**src/rtl/alu_mc_hs_if.sv**
```systemverilog
// Request/result handshake bundle for the multi-cycle ALU.
// master = producer/consumer side, slave = ALU side.
interface alu_mc_hs_if #(
    parameter int WIDTH = 8
);
    logic [WIDTH-1:0]   A;
    logic [WIDTH-1:0]   B;
    logic [3:0]         ALU_FUN;
    logic               ALU_en;
    logic               ALU_RDY;
    logic [2*WIDTH-1:0] ALU_OUT;
    logic               ALU_Valid;
    logic               ALU_ACK;
    logic               ALU_ERR;
    logic               ALU_BUSY;

    modport master (
        output A, B, ALU_FUN, ALU_en, ALU_ACK,
        input  ALU_RDY, ALU_OUT, ALU_Valid, ALU_ERR, ALU_BUSY
    );

    modport slave (
        input  A, B, ALU_FUN, ALU_en, ALU_ACK,
        output ALU_RDY, ALU_OUT, ALU_Valid, ALU_ERR, ALU_BUSY
    );
endinterface

```
**src/rtl/alu_mc_hs.sv**
```systemverilog
// Multi-cycle ALU with valid/ready handshakes on both sides.
// Division/remainder uses a restoring divider, one quotient bit per cycle.
module alu_mc_hs #(
    parameter int WIDTH = 8
) (
    input  logic        ALU_CLK,
    input  logic        ALU_RST,
    alu_mc_hs_if.slave  bus
);
    localparam int W2 = 2 * WIDTH;
    localparam int CW = $clog2(WIDTH + 1);

    typedef enum logic [1:0] {IDLE, DIV, HOLD} state_t;

    state_t           state_q, state_d;
    logic [W2-1:0]    out_q, out_d;
    logic             valid_q, valid_d;
    logic             err_q, err_d;
    logic [CW-1:0]    cnt_q, cnt_d;
    logic [WIDTH-1:0] rem_q, rem_d;
    logic [WIDTH-1:0] quo_q, quo_d;
    logic [WIDTH-1:0] dvs_q, dvs_d;
    logic             is_rem_q, is_rem_d;

    logic [WIDTH-1:0] a, b;
    logic [W2-1:0]    a_x, b_x;
    logic [W2-1:0]    res;
    logic             res_err;
    logic             rdy, accept, is_div, long_op;
    logic [WIDTH:0]   trial;
    logic             ge;
    logic [WIDTH-1:0] rem_n, quo_n;

    assign a      = bus.A;
    assign b      = bus.B;
    assign a_x    = {{WIDTH{1'b0}}, a};
    assign b_x    = {{WIDTH{1'b0}}, b};
    assign rdy    = (state_q == IDLE) | ((state_q == HOLD) & bus.ALU_ACK);
    assign accept = bus.ALU_en & rdy;
    assign is_div = (bus.ALU_FUN == 4'h3) | (bus.ALU_FUN == 4'hF);
    assign long_op = is_div & (b != '0);

    always_comb begin
        res     = '0;
        res_err = 1'b0;
        case (bus.ALU_FUN)
            4'h0: res = a_x + b_x;
            4'h1: res = a_x - b_x;
            4'h2: res = a_x * b_x;
            4'h3: if (b == '0) begin
                res     = {{WIDTH{1'b0}}, {WIDTH{1'b1}}};
                res_err = 1'b1;
            end
            4'h4: res = a_x & b_x;
            4'h5: res = a_x | b_x;
            4'h6: res = {{WIDTH{1'b0}}, ~(a & b)};
            4'h7: res = {{WIDTH{1'b0}}, ~(a | b)};
            4'h8: res = a_x ^ b_x;
            4'h9: res = {{WIDTH{1'b0}}, ~(a ^ b)};
            4'hA: res = (a == b) ? W2'(1) : '0;
            4'hB: res = (a > b) ? W2'(2) : '0;
            4'hC: res = (a < b) ? W2'(3) : '0;
            4'hD: res = a_x >> 1;
            4'hE: res = a_x << 1;
            4'hF: if (b == '0) begin
                res     = a_x;
                res_err = 1'b1;
            end
            default: res = '0;
        endcase
    end

    // Restoring step; the partial remainder is always below the divisor,
    // so the W-bit modular difference is exact.
    assign trial = {rem_q, quo_q[WIDTH-1]};
    assign ge    = trial >= {1'b0, dvs_q};
    assign rem_n = ge ? (trial[WIDTH-1:0] - dvs_q) : trial[WIDTH-1:0];
    assign quo_n = {quo_q[WIDTH-2:0], ge};

    always_comb begin
        state_d  = state_q;
        out_d    = out_q;
        valid_d  = valid_q;
        err_d    = err_q;
        cnt_d    = cnt_q;
        rem_d    = rem_q;
        quo_d    = quo_q;
        dvs_d    = dvs_q;
        is_rem_d = is_rem_q;
        case (state_q)
            IDLE, HOLD: begin
                if (state_q == HOLD && bus.ALU_ACK) begin
                    valid_d = 1'b0;
                    state_d = IDLE;
                end
                if (accept) begin
                    if (long_op) begin
                        quo_d    = a;
                        dvs_d    = b;
                        rem_d    = '0;
                        is_rem_d = bus.ALU_FUN[2];
                        cnt_d    = CW'(WIDTH);
                        valid_d  = 1'b0;
                        state_d  = DIV;
                    end else begin
                        out_d   = res;
                        err_d   = res_err;
                        valid_d = 1'b1;
                        state_d = HOLD;
                    end
                end
            end
            DIV: begin
                rem_d = rem_n;
                quo_d = quo_n;
                cnt_d = cnt_q - CW'(1);
                if (cnt_q == CW'(1)) begin
                    out_d   = {{WIDTH{1'b0}}, is_rem_q ? rem_n : quo_n};
                    err_d   = 1'b0;
                    valid_d = 1'b1;
                    state_d = HOLD;
                end
            end
            default: state_d = IDLE;
        endcase
    end

    always_ff @(posedge ALU_CLK or negedge ALU_RST) begin
        if (!ALU_RST) begin
            state_q  <= IDLE;
            out_q    <= '0;
            valid_q  <= 1'b0;
            err_q    <= 1'b0;
            cnt_q    <= '0;
            rem_q    <= '0;
            quo_q    <= '0;
            dvs_q    <= '0;
            is_rem_q <= 1'b0;
        end else begin
            state_q  <= state_d;
            out_q    <= out_d;
            valid_q  <= valid_d;
            err_q    <= err_d;
            cnt_q    <= cnt_d;
            rem_q    <= rem_d;
            quo_q    <= quo_d;
            dvs_q    <= dvs_d;
            is_rem_q <= is_rem_d;
        end
    end

    assign bus.ALU_RDY   = rdy;
    assign bus.ALU_OUT   = out_q;
    assign bus.ALU_Valid = valid_q;
    assign bus.ALU_ERR   = err_q;
    assign bus.ALU_BUSY  = (state_q == DIV);
endmodule

```
**src/flat_wrapper.sv**
```systemverilog
// flat-port wrapper written by rule: the top's interface ports become plain ports
module alu_mc_hs_flat 
#(
    parameter int WIDTH = 8
)
  (ALU_CLK, ALU_RST, bus_A, bus_B, bus_ALU_FUN, bus_ALU_en, bus_ALU_ACK, bus_ALU_RDY, bus_ALU_OUT, bus_ALU_Valid, bus_ALU_ERR, bus_ALU_BUSY);
  alu_mc_hs_if #(.WIDTH(WIDTH)) bus_i ();
  input  logic ALU_CLK;
  input  logic ALU_RST;
  input wire logic [$bits(bus_i.A)-1:0] bus_A;
  input wire logic [$bits(bus_i.B)-1:0] bus_B;
  input wire logic [$bits(bus_i.ALU_FUN)-1:0] bus_ALU_FUN;
  input wire logic [$bits(bus_i.ALU_en)-1:0] bus_ALU_en;
  input wire logic [$bits(bus_i.ALU_ACK)-1:0] bus_ALU_ACK;
  output wire logic [$bits(bus_i.ALU_RDY)-1:0] bus_ALU_RDY;
  output wire logic [$bits(bus_i.ALU_OUT)-1:0] bus_ALU_OUT;
  output wire logic [$bits(bus_i.ALU_Valid)-1:0] bus_ALU_Valid;
  output wire logic [$bits(bus_i.ALU_ERR)-1:0] bus_ALU_ERR;
  output wire logic [$bits(bus_i.ALU_BUSY)-1:0] bus_ALU_BUSY;
  assign bus_i.A = bus_A;
  assign bus_i.B = bus_B;
  assign bus_i.ALU_FUN = bus_ALU_FUN;
  assign bus_i.ALU_en = bus_ALU_en;
  assign bus_i.ALU_ACK = bus_ALU_ACK;
  assign bus_ALU_RDY = bus_i.ALU_RDY;
  assign bus_ALU_OUT = bus_i.ALU_OUT;
  assign bus_ALU_Valid = bus_i.ALU_Valid;
  assign bus_ALU_ERR = bus_i.ALU_ERR;
  assign bus_ALU_BUSY = bus_i.ALU_BUSY;
  alu_mc_hs #(.WIDTH(WIDTH)) u_core (.ALU_CLK(ALU_CLK), .ALU_RST(ALU_RST), .bus(bus_i));
endmodule
```
**config.mk**
```make
export PLATFORM = sky130hd
export DESIGN_NAME = alu_mc_hs_flat
export DESIGN_NICKNAME = d
export VERILOG_FILES = /design/src/rtl/alu_mc_hs_if.sv /design/src/rtl/alu_mc_hs.sv /design/src/flat_wrapper.sv
export SDC_FILE = /design/constraint.sdc
export NUM_CORES = 1
export LEC_CHECK = 0
export CAP_MARGIN = 10
export CORE_MARGIN = 2
export CORE_UTILIZATION = 41
export CTS_BUF_LIST = sky130_fd_sc_hd__clkbuf_4
export DETAILED_ROUTE_END_ITERATION = 7
export GPL_TIMING_DRIVEN = 0
export PLACE_DENSITY = 0.6
export REMOVE_ABC_BUFFERS = 1
export SETUP_SLACK_MARGIN = 0.05
export SLEW_MARGIN = 20
export SYNTH_ARGS = -nofsm -noshare
export SYNTH_HDL_FRONTEND = slang
export SYNTH_SLANG_ARGS = --single-unit
```
**constraint.sdc**
```tcl
create_clock -name ALU_CLK -period 5.1 [get_ports ALU_CLK]
set_input_delay 0.51 -clock ALU_CLK [delete_from_list [all_inputs] [get_ports ALU_CLK]]
set_output_delay 0.51 -clock ALU_CLK [all_outputs]
set_load 0.03 [all_outputs]
```
# After elaboration in Yosys (flattened, before gate mapping)
# Cells that the tools add are included.
[word_totals]
regBits = 49
inputBits = 24
output_inout_bits = 20
elab_cells = 105
[classes]
addsub = 4
n_mul = 1
magnitude_cmp = 3
n_eq_ne = 24
mux = 37
bitwise_logic = 14
reduce_logical = 13
[op_table]
columns = ["operator", "n"]
rows = [
  ["$pmux 16 s16", 1],
  ["$mux 8", 8],
  ["$mux 16", 3],
  ["$eq 4x4->1 const B", 8],
  ["$pmux 16 s2", 1],
  ["$pmux 8 s2", 2],
  ["$not 8->8", 3],
  ["$and 8x8->8", 2],
  ["$eq 4x3->1 const B", 4],
  ["$mul 8x8->16", 1],
  ["$or 8x8->8", 2],
  ["$xor 8x8->8", 2],
  ["$mux 2", 6],
  ["$mux 1", 10],
  ["$add 8x8->9", 1],
  ["$ge 9x8->1", 1],
  ["$reduce_and 3->1", 3],
  ["$sub 8x8->9", 1],
  ["$eq 4x1->1 const B", 2],
  ["$eq 4x2->1 const B", 2],
  ["$eq 8x8->1", 1],
  ["$gt 8x8->1", 1],
  ["$logic_not 8->1", 1],
  ["$lt 8x8->1", 1],
  ["21 further kinds", 29],
]

# Depth between registers and ports, before layout
# Gate-level depths: netlist of run 1.
[depth]
ltp_word = 6
ltp_mapped = 18

# Least setup slack after synthesis of run 1
# Ideal clock, no wire load.
[synth_path]
path_type = "input -> register"
startpoint = "input bus_A[5]"
endpoint = "register u_core.out_q[13] (netlist: u_core.bus.ALU_OUT[13])"
setup_ns = 0.130
arrival_time_ns = 4.370
required_time_ns = 4.970
setup_slack_ns = 0.599
stages = 15
path_cell_list = "clkbuf_1 inv_1 nor2_1 fa_1 fa_1 fa_1 inv_1 fa_1 inv_1 ha_1 or4_1 o22a_1 a31oi_1 xor2_1 o21ai_0"
[synth_via]
elab_chain_cells = 5
elab_cells_between_ends = 6
[synth_rtl]
columns = ["element", "line", "rtl"]
rows = [
  ["from (decl)", "flat_wrapper.sv:10", "input wire logic [$bits(bus_i.A)-1:0] bus_A;"],
  ["$mul 8x8->16 / $sub 8x8->9 (equally long branches)", "alu_mc_hs.sv:49, alu_mc_hs.sv:48", ""],
  ["$pmux 16 s16 *", "alu_mc_hs.sv:46", "case (bus.ALU_FUN)"],
  ["$mux 16 *", "alu_mc_hs.sv:97", "if (long_op) begin"],
  ["$mux 16 *", "alu_mc_hs.sv:96", "if (accept) begin"],
  ["$pmux 16 s2 *", "alu_mc_hs.sv:90", "case (state_q)"],
  ["to (signal assigned)", "alu_mc_hs.sv:141", "out_q <= out_d;"],
  ["to (decl)", "alu_mc_hs.sv:16", "logic [W2-1:0] out_q, out_d;"],
]
# Mark *: on every way between the ends. The rest lies on a longest branch, timed or not. The select of a mux whose other input is x is not followed.
# A chain may end at the register's enable or synchronous reset.

# Worst setup path after layout of run 1
[layout_path]
startpoint = "input bus_A[1]"
endpoint = "register u_core.out_q[7] (netlist: u_core.bus.ALU_OUT[7])"
[layout_via]
elab_chain_cells = 5
elab_cells_between_ends = 7
[layout_rtl]
columns = ["element", "line", "rtl"]
rows = [
  ["$mul 8x8->16, or another cell as far along", "alu_mc_hs.sv:49", "4'h2: res = a_x * b_x;"],
  ["$pmux 16 s16 *", "alu_mc_hs.sv:46", ""],
  ["$mux 16 *", "alu_mc_hs.sv:97", ""],
  ["$mux 16 *", "alu_mc_hs.sv:96", ""],
  ["$pmux 16 s2 *", "alu_mc_hs.sv:90", ""],
]
# Marked as above.

==> impl_metrics.py, run 1 <==
metrics = {
    "timing": {
        "finalSetupTns_ns": 0,
        "fin_hold_ws_ns": 0.103,
        "tightest_slew_ns": 1.16,
        "rsz0062_at_grt": "no",
        "setup_viol": 0,
        "hold_viol_final": 0,
        "layout_min_cycle_time_ns": 4.89,
        "fmax_ghz": 0.205,
        "worst_slack_ns": 0.215,
        "skew_ns": 0.0273,
        "slew_violations": 0,
        "min_period_over_period_pct": 95.8,
        "relSlewSlack_pct": 22.6,
    },
    "synthesis": {
        "synth_area_leaders": "dfrtp_1 19%, ha_1 14%, fa_1 12%, nor2_1 6.0%, inv_1 5.2%",
        "yosysTopAreaCellShare_pct": 19.5,
        "synth_ff_type": "dfrtp_1",
        "yosys.cell_types.count": 72,
        "synth-seq-cells": 49,
        "yosysWarnings": 0,
        "synth_area_um2": 6300,
        "synth-async-reset-ratio_pct": 100,
        "yosys.area.top_type": "dfrtp_1",
        "synthesis.instances": 789,
        "avgSynthCellArea_um2": 7.98,
        "synth_edf_count": 0,
        "synth_seq_area_share_pct": 19.5,
    },
    "critical_path": {
        "crit_chain": "clkdlybuf4s15_1, inv_4, nor2_1, fa_1, fa_1, inv_1, fa_1, fa_1, inv_1, ha_1, a21oi_1, a21boi_1, nor3_1, a211oi_1, o211ai_1, a21o_1",
        "start_kind": "primary input",
        "r2r_cells": 8,
        "r2r_start": "u_core.rem_q[0]",
        "crit_type": "in -> reg",
        "arrival_ns": 5.16,
        "slowest_stage": "fa_1",
        "cp.required_ns": 5.38,
        "rrSetupSlack_ns": 2.14,
        "cp_slowest_stage_delay_ns": 0.55,
        "r2r_end": "u_core.bus.ALU_OUT[6]",
        "crit_path_max_fanout": 9,
        "critPathMostFrequentCell": "fa_1",
        "critPathCaptureType": "flip-flop",
    },
    "hold_path": {
        "hold_path.class": "in -> async",
    },
    "route": {
        "postRouteAntennaNets": 0,
        "drtPass1Iterations": 6,
        "viasPerCell": 6.02,
        "drt_iter0_drc": 426,
        "wl_per_cell_um": 20.0,
        "remaining_drc_errors": 0,
        "routed_wl_mm": 19.9,
        "vias": 5988,
    },
    "global_route": {
        "grt_use_total_pct": 25.5,
        "globalRoute.totalOverflow": 0,
        "grt_pass1_wl_mm": 32.8,
        "grt_pass1_vias": 6058,
        "antenna_found_initial": 0,
        "grt_start_max_net_pins": 50,
    },
    "cells_and_area": {
        "layout.nets": 939,
        "fin_cells": 995,
        "drive_gt1_share_pct": 5.08,
        "num_antenna_cells": 0,
        "syn_to_final_growth_pct": 9.64,
        "n_fill_cell": 1539,
        "postLayoutCellArea_um2": 6900,
    },
    "floorplanning": {
        "die_x_um": 128,
        "start_util_pct": 41.7,
        "die-area_um2": 16400,
        "fp-row-count": 45,
        "coreArea_um2": 15100,
        "dieHeight_um": 128,
        "ioPinCount": 44,
    },
    "cts": {
        "root_buffer": "clkbuf_4",
        "clk_pin_slew_ns": 0.17,
        "cts_hold_buf": 0,
        "numCtsBuffers": 5,
        "cts_tree": "built",
        "cts_sinks": 49,
        "cts_setup_buffers": 0,
        "clk_path_buf_depth": 2,
        "htree_levels": 2,
        "clk_latency_ns": 0.39,
    },
    "placed_design": {
        "place_congestion": 0.980,
        "pre_cts_slack_ns": -0.695,
        "place_area_um2": 6810,
        "dp.final_hpwl_mm": 15.4,
        "post-place-cells": 987,
        "io_buffer_count": 43,
    },
    "job": {
        "maxCapViolations": 0,
    },
    "power": {
        "powerDensity_nw_per_um2": 396,
        "ir_drop_uv": 273,
        "p_leak_uw": 0.00316,
    },
    "status": {
        "status": "finished clean",
    },
}
==> repair_timing <==
item / in CTS / in global routing
endpoints found under the hold margin: 0 / 0
gates resized for setup: 13 / 20
endpoints found under the setup margin: 6 / 4
pin swaps: 0 / 0
==> synthesized netlist by cell type, types with 10 or more instances <==
library cell and n:
ha_1 70, o21ai_0 63, nand3_1 25, xnor2_1 21, nand2b_1 10, a211oi_1 10
a21oi_1 50, nor2_1 100, nand2_1 54, dfrtp_1 49, inv_1 87, xor2_1 11
clkbuf_1 15, fa_1 39, o22ai_1 14, nor3_1 16
==> report_power, final <==
group	switching, µW	internal (µW)
clock	137	104
combinational	1110	741
sequential	123	522
==> flip-flops by register name, summed over array words and instances (netlist names), 2 cells and up <==
| name | cells |
|---|---|
| u_core.bus.ALU_OUT | 16 |
| u_core.quo_q | 8 |
| u_core.rem_q | 8 |
| u_core.dvs_q | 8 |
| u_core.state_q | 2 |
| u_core.cnt_q | 4 |
==> metal layers <==
metal / vias to the layer above / wire [µm] / share of wire [%] / track usage (%)
met5: - / 0 / 0 / 0
met4: 0 / 337 / 1.7 / 5.75
met3: 33 / 1210 / 6.1 / 2.75
met2: 224 / 9800 / 49 / 44.6
met1: 2950 / 8580 / 43 / 34.1
li1: 2781 / - / - / -
==> worst max-delay path by stage <==
stage               startpoint                     end  slack [ns]  cells after the start
floorplan             bus_A[2]  u_core.bus.ALU_OUT[13]        0.73                     14
global placement      bus_A[1]   u_core.bus.ALU_OUT[7]       -0.66                     16
detailed placement    bus_A[1]   u_core.bus.ALU_OUT[7]       -0.69                     16
CTS                   bus_B[6]  u_core.bus.ALU_OUT[15]        0.12                     16
global route          bus_A[3]  u_core.bus.ALU_OUT[15]        0.05                     16
finish                bus_A[1]   u_core.bus.ALU_OUT[7]        0.21                     16
==> layout make-up <==
class / instances / area [µm²] / area share (%)
Clock inverter: 3 / 46.3 / 0.671
Timing Repair Buffer: 43 / 417 / 6.04
Tap cell: 188 / 235 / 3.41
Sequential cell: 49 / 1230 / 17.8
Multi-Input combinational cell: 612 / 4570 / 66.2
Inverter: 95 / 368 / 5.33
Clock buffer: 5 / 37.5 / 0.544
==> logic make-up (layout without fill, tap and decap cells) <==
logic type	Yosys count	in the layout	synth area share, %
AOI/OAI and AO/OA	224	224	23.0
xor gates and xnor gates	32	32	4.45
adders and majority gates	109	109	26.3
buffers and inverters	128	146	8.25
DFF	49	49	19.5
muxes	8	8	1.29
and+or+nand+nor	239	239	17.2
==> cells in the final DEF, fill, tap and decap left out, types with 5 or more instances in the layout <==
cell,instances
nor2_1,100
inv_1,83
ha_1,69
o21ai_0,63
nand2_1,54
a21oi_1,50
dfrtp_1,49
fa_1,39
clkdlybuf4s50_1,29
nand3_1,24
xnor2_1,21
nor3_1,15
o22ai_1,14
xor2_1,11
a211oi_1,10
nand2b_1,9
o211ai_1,9
a221oi_1,9
a22oi_1,8
nor2b_1,7
mux2i_1,7
o21a_1,6
a21o_1,6
inv_2,5
nor4_1,5
a31oi_1,5
clkbuf_4,5
==> worst max-delay path, delay by kind of cell <==
family / cells / cell delay [ns]
buffers and inverters: 4 / 0.87
and+or+nand+nor: 2 / 0.23
AOI/OAI and AO/OA: 5 / 1.14
adders and majority gates: 5 / 2.40
==> stage by stage <==
stage          utilization, %  power (µW)
2_1_floorplan               -        1940
3_3_place_gp             45.1        2440
3_5_place_dp             45.2        2480
4_1_cts                  45.7        2740
5_1_grt                  45.7        3000
6_report                 45.7        2730
No activity file was read; power rests on OpenSTA's default activity.
==> inputs of run 2 (changes only) <==
--- a/config.mk
+++ b/config.mk
@@ -8,7 +8,6 @@
 export CAP_MARGIN = 10
 export CORE_MARGIN = 2
 export CORE_UTILIZATION = 41
-export CTS_BUF_LIST = sky130_fd_sc_hd__clkbuf_4
 export DETAILED_ROUTE_END_ITERATION = 7
 export GPL_TIMING_DRIVEN = 0
 export PLACE_DENSITY = 0.6
==> run 2 against run 1 <==
Compared with the run above:
- first-iteration DRC count rose by 9.4%
- wire length hardly changed
- count of clock-buffer cells in the layout did not move
- die area stayed put
- combinational power is essentially flat
- sequential power barely moved
- critical path type unchanged
- highest routed layer unchanged
==> impl_metrics.py, run 2 (synthesized netlist as in run 1, its figures left out) <==
metrics = {
    "status": {
        "status": "finished clean",
    },
    "critical_path": {
        "rrSetupSlack_ns": 2.11,
        "arrival_ns": 4.90,
        "critPathCapture": "u_core.bus.ALU_OUT[15]",
        "critPathCaptureType": "flip-flop",
        "crit_type": "in -> reg",
        "crit_path_max_fanout": 8,
        "r2r_end": "u_core.bus.ALU_OUT[1]",
        "r2r_start": "u_core.state_q[1]",
        "cp.required_ns": 5.26,
        "start_kind": "primary input",
        "crit_start": "bus_A[4]",
        "r2r_cells": 7,
    },
    "timing": {
        "rsz0062_at_grt": "no",
        "hold_viol_final": 0,
        "slew_violations": 0,
        "setup_viol": 0,
        "finalSetupTns_ns": 0,
        "skew_ns": 0.0135,
        "min_period_over_period_pct": 93.0,
        "tightest_slew_ns": 0.975,
        "relSlewSlack_pct": 34.9,
        "layout_min_cycle_time_ns": 4.75,
        "fmax_ghz": 0.211,
    },
    "global_route": {
        "grt_use_total_pct": 25.4,
        "antenna_found_initial": 0,
        "grt_start_max_net_pins": 50,
        "globalRoute.totalOverflow": 0,
        "grt_pass1_vias": 6075,
        "grt_pass1_wl_mm": 32.8,
    },
    "cells_and_area": {
        "drive_gt1_share_pct": 6.07,
        "num_antenna_cells": 0,
        "final_cell_mix": "99 x nor2_1, 83 x inv_1, 68 x ha_1",
        "layout.nets": 939,
        "fin_cells": 995,
        "layout_commonest_cell": "nor2_1",
        "n_fill_cell": 1532,
        "syn_to_final_growth_pct": 11.1,
        "largest_reg_flops": 16,
        "utilization_pct": 46.3,
    },
    "cts": {
        "cts_tree": "built",
        "cts_sinks": 49,
        "clk_path_buf_depth": 2,
        "htree_levels": 2,
        "numCtsBuffers": 5,
        "clk_pin_slew_ns": 0.07,
        "clk_latency_ns": 0.29,
        "root_buffer": "clkbuf_16",
    },
    "route": {
        "viasPerCell": 5.98,
        "remaining_drc_errors": 0,
        "routed_wl_mm": 19.9,
        "drtPass1Iterations": 5,
        "wl_per_cell_um": 20.0,
        "drt_iter0_drc": 466,
        "postRouteAntennaNets": 0,
        "vias": 5954,
    },
    "floorplanning": {
        "die_x_um": 128,
        "die-area_um2": 16400,
        "coreArea_um2": 15100,
        "start_util_pct": 41.7,
        "dieHeight_um": 128,
        "ioPinCount": 44,
        "fp-row-count": 45,
    },
    "hold_path": {
        "hold_path.class": "in -> async",
    },
    "power": {
        "ir_drop_uv": 275,
        "p_total_uw": 2880,
        "powerDensity_nw_per_um2": 412,
        "p_leak_uw": 0.00322,
    },
    "placed_design": {
        "io_buffer_count": 43,
        "post-place-cells": 987,
        "place_congestion": 0.980,
        "dp.final_hpwl_mm": 15.4,
    },
    "job": {
        "maxCapViolations": 0,
    },
}
run 2: cell types whose count changed in the layout (fill, tap and decap cells not counted), sizes merged:
cell	before	now
clkdlybuf4s15	4	0
clkdlybuf4s50	29	26
clkinvlp	1	2
clkbuf	7	12
dlygate4sd2	1	0
clkinv	4	3
dlymetal6s2s	4	7
run 2: cell type report:
type	count	area (µm²)	area share, %
Sequential cell	49	1230	17.5
Inverter	95	372	5.31
Clock buffer	5	125	1.79
Timing Repair Buffer	43	400	5.73
Multi-Input combinational cell	612	4590	65.6
Tap cell	188	235	3.36
Clock inverter	3	46.3	0.662
run 2: layer usage:
layer | up-vias | part of all wire [%] | GRT usage, % | routed length [µm]
met5 | - | 0 | 0 | 0
met4 | 0 | 2.0 | 5.95 | 408
met3 | 30 | 5.9 | 2.59 | 1180
met2 | 215 | 49 | 44.4 | 9770
met1 | 2934 | 43 | 33.9 | 8570
li1 | 2775 | - | - | -
run 2: metrics by stage:
step,hold slack [ns],cell area [µm²],worst slack [ns]
floorplan,0.214,6130,0.730
global placement,0.462,6800,-0.664
detailed placement,0.476,6810,-0.695
CTS,0.269,6980,0.0604
global route,0.283,6990,0.0792
finish,0.231,6990,0.354
run 2: timing repair:
| item | in CTS | in global routing |
|---|---|---|
| endpoints found under the setup margin | 7 | 6 |
| pin swaps | 0 | 0 |
| resized for setup | 17 | 28 |
| buffers inserted | 0 | 0 |
| hold buffers | 0 | 0 |
run 2: worst max-delay path: stages:
cell      delay, ns
clkbuf_2       0.29
inv_1          0.26
nor2_1         0.18
fa_1           0.47
fa_1           0.53
fa_1           0.55
inv_1          0.06
fa_1           0.53
inv_1          0.05
ha_1           0.22
or4_1          0.55
o22ai_1        0.17
o21ai_0        0.13
a21oi_1        0.19
xnor2_1        0.13
o21ai_0        0.08
run 2: how the worst min path moves through the flow:
stage and to:
5_1_grt u_core.bus.ALU_OUT[1], 3_3_place_gp u_core.cnt_q[3], 4_1_cts u_core.bus.ALU_OUT[4], 2_1_floorplan u_core.bus.ALU_ERR, 6_report u_core.dvs_q[1], 3_5_place_dp u_core.dvs_q[3]
run 2: where the power goes:
group	switching [µW]	internal, µW	total, µW
clock	153	232	385
combinational	1110	741	1850
sequential	123	524	647
==> inputs of run 3 (changes only) <==
--- a/config.mk
+++ b/config.mk
@@ -5,6 +5,7 @@
 export SDC_FILE = /design/constraint.sdc
 export NUM_CORES = 1
 export LEC_CHECK = 0
+export ABC_AREA = 1
 export CAP_MARGIN = 10
 export CORE_MARGIN = 2
 export CORE_UTILIZATION = 41
==> run 3 against run 2 <==
Compared with the run above:
- wire length shrank 3.4%
- die area is 5.4% higher
- maximum frequency up 2.9%
- utilization hardly changed
- final area is 5.3% higher
- synthesized cell count is 28% higher
- total power fell by 0.88%
- synthesized area is 5.6% higher
- register-to-register slack gained 0.23 ns
- critical path depth increased by 5
- largest cell class unchanged
==> impl_metrics.py, run 3 <==
metrics = {
    "route": {
        "m1WireLength_mm": 9.17,
        "viasPerCell": 5.13,
        "route.met2.wl_mm": 8.42,
        "remaining_drc_errors": 0,
        "wl_per_cell_um": 15.4,
        "drt_iter0_drc": 433,
        "vias": 6399,
        "dr_wl_met3_mm": 1.16,
        "highest_layer": "met4",
        "routed_wl_mm": 19.2,
        "drtPass1Iterations": 7,
        "postRouteAntennaNets": 0,
    },
    "cells_and_area": {
        "layout_commonest_cell": "nand2_1",
        "drive_gt1_share_pct": 3.49,
        "final_cell_mix": "307 x nand2_1, 197 x inv_1, 69 x nor2_1, 69 x ha_1, 63 x nand3_1",
        "layout.nets": 1164,
        "num_antenna_cells": 0,
        "n_fill_cell": 1724,
        "syn_to_final_growth_pct": 10.7,
        "largest_reg_flops": 16,
        "fin_cells": 1248,
        "postLayoutCellArea_um2": 7360,
    },
    "cts": {
        "root_buffer": "clkbuf_16",
        "cts_sinks": 49,
        "cts_hold_buf": 0,
        "cts_tree": "built",
        "htree_levels": 2,
        "numCtsBuffers": 5,
        "clk_pin_slew_ns": 0.07,
        "clk_latency_ns": 0.29,
        "clk_path_buf_depth": 2,
    },
    "floorplanning": {
        "die-area_um2": 17300,
        "dieHeight_um": 131,
        "start_util_pct": 41.9,
        "ioPinCount": 44,
        "coreArea_um2": 15900,
        "die_x_um": 131,
        "fp-row-count": 46,
    },
    "power": {
        "ir_drop_uv": 202,
        "p_leak_uw": 0.00425,
        "powerDensity_nw_per_um2": 388,
    },
    "global_route": {
        "grt_start_max_net_pins": 50,
        "globalRoute.totalOverflow": 0,
        "grt_use_total_pct": 23.0,
        "antenna_found_initial": 0,
        "grt_pass1_wl_mm": 32.0,
        "grt_pass1_vias": 6127,
    },
    "timing": {
        "rsz0062_at_grt": "no",
        "hold_viol_final": 0,
        "layout_min_cycle_time_ns": 4.61,
        "relSlewSlack_pct": 30.8,
        "worst_slack_ns": 0.488,
        "setup_viol": 0,
        "min_period_over_period_pct": 90.4,
        "fmax_ghz": 0.217,
        "skew_ns": 0.00677,
        "tightest_slew_ns": 1.03,
        "slew_violations": 0,
    },
    "placed_design": {
        "post-place-cells": 1240,
        "dp.final_hpwl_mm": 15.1,
        "place_area_um2": 7200,
        "pre_cts_slack_ns": -0.401,
        "place_congestion": 0.962,
        "io_buffer_count": 43,
    },
    "critical_path": {
        "start_kind": "primary input",
        "arrival_ns": 4.79,
        "r2r_start": "u_core.state_q[0]",
        "critPathCaptureType": "flip-flop",
        "crit_type": "in -> reg",
        "r2r_cells": 7,
        "cp.required_ns": 5.28,
        "r2r_end": "u_core.bus.ALU_OUT[0]",
        "rrSetupSlack_ns": 2.34,
        "crit_path_max_fanout": 12,
    },
    "synthesis": {
        "synth_area_leaders": "dfrtp_1 18%, nand2_1 17%, ha_1 13%, fa_1 12%, inv_1 11%",
        "synth_most_common_cell": "nand2_1",
        "yosysTopAreaCellShare_pct": 18.4,
        "yosys.area.top_type": "dfrtp_1",
        "synth_seq_area_share_pct": 18.4,
        "synth_edf_count": 0,
        "yosys.cell_types.count": 40,
        "synth_common_cells": "307 x nand2_1, 197 x inv_1, 70 x ha_1",
        "synth_ff_type": "dfrtp_1",
        "synth_area_um2": 6650,
        "avgSynthCellArea_um2": 6.56,
        "synthesis.instances": 1013,
        "yosysWarnings": 0,
        "synth-async-reset-ratio_pct": 100,
        "synth-seq-cells": 49,
    },
    "hold_path": {
        "hold_path.class": "in -> async",
    },
    "status": {
        "status": "finished clean",
    },
    "job": {
        "maxCapViolations": 0,
    },
}
run 3: changes by cell type after synthesis, moves of 15 or more:
cell	delta
nand2_1	+253
nor2_1	-31
xnor2_1	-18
inv_1	+110
o21ai_0	-15
nand4_1	+18
nand3_1	+38
run 3: power breakdown:
group / internal [µW] / switching, µW
logic: 665 / 1160
registers: 542 / 101
clock network: 245 / 144
total: 1450 / 1400
run 3: area by class of cell:
type                       count  area, µm²  share of cell area [%]
clock buffer                   7        143                    1.94
clock inverter                 1       30.0                   0.408
inverter                     201        757                    10.3
multi-input combinational    731       4520                    61.4
sequential                    49       1230                    16.7
tap                          216        270                    3.67
timing repair buffer          43        418                    5.68
run 3: worst max path at each step:
| stage | endpoint | slack, ns | from | cells after the start |
|---|---|---|---|---|
| floorplan | u_core.bus.ALU_OUT[15] | 0.96 | bus_B[4] | 19 |
| global placement | u_core.bus.ALU_OUT[14] | -0.36 | bus_B[4] | 18 |
| detailed placement | u_core.bus.ALU_OUT[14] | -0.40 | bus_B[4] | 20 |
| CTS | u_core.bus.ALU_OUT[14] | 0.09 | bus_A[3] | 20 |
| global route | u_core.bus.ALU_OUT[12] | 0.13 | bus_A[3] | 21 |
| finish | u_core.bus.ALU_OUT[14] | 0.49 | bus_A[2] | 21 |
run 3: cell families (layout without fill, tap and decap cells):
| kind of cell | after synthesis | count (layout) | synth area share (%) |
|---|---|---|---|
| xor gates and xnor gates | 11 | 11 | 1.45 |
| AOI/OAI and AO/OA | 121 | 121 | 10.2 |
| adders and majority gates | 109 | 109 | 24.9 |
| DFF | 49 | 49 | 18.4 |
| and+or+nand+nor | 490 | 490 | 31.4 |
| buffers and inverters | 233 | 252 | 13.6 |
run 3: per-stage QoR:
stage          util [%]  TNS [ns]  hold WS [ns]  total power (µW)
6_report           46.4         0         0.211              2850
2_1_floorplan         -         0         0.214              1950
3_3_place_gp       45.3     -2.05         0.464              2450
4_1_cts            46.4         0         0.256              2870
5_1_grt            46.4         0         0.277              3160
3_5_place_dp       45.3     -2.28         0.464              2460
run 3: routing by layer:
metal	vias up	track usage [%]
li1	3185	-
met1	2992	33.4
met2	189	36.0
met3	33	3.16
met4	0	5.92
met5	-	0
run 3: worst max-delay path, stage by stage:
cell and delay, ns:
dlymetal6s2s_1 0.45, nand2_1 0.14, fa_1 0.48, fa_1 0.54, inv_1 0.06, fa_1 0.52, inv_1 0.05, fa_1 0.53
inv_1 0.04, ha_1 0.35, inv_1 0.08, nor3_1 0.19, nand2_1 0.08, o211ai_1 0.21, nand2_1 0.16, nand2_1 0.09
nand2_1 0.04, nand3_1 0.06, nand2_1 0.06, nand2_1 0.08, nand2_1 0.05
run 3: timing repair:
item                                    in CTS  in global routing
buffers inserted                             0                  0
endpoints found under the setup margin       6                  7
endpoints found under the hold margin        0                  0
gates resized for setup                      6                 21
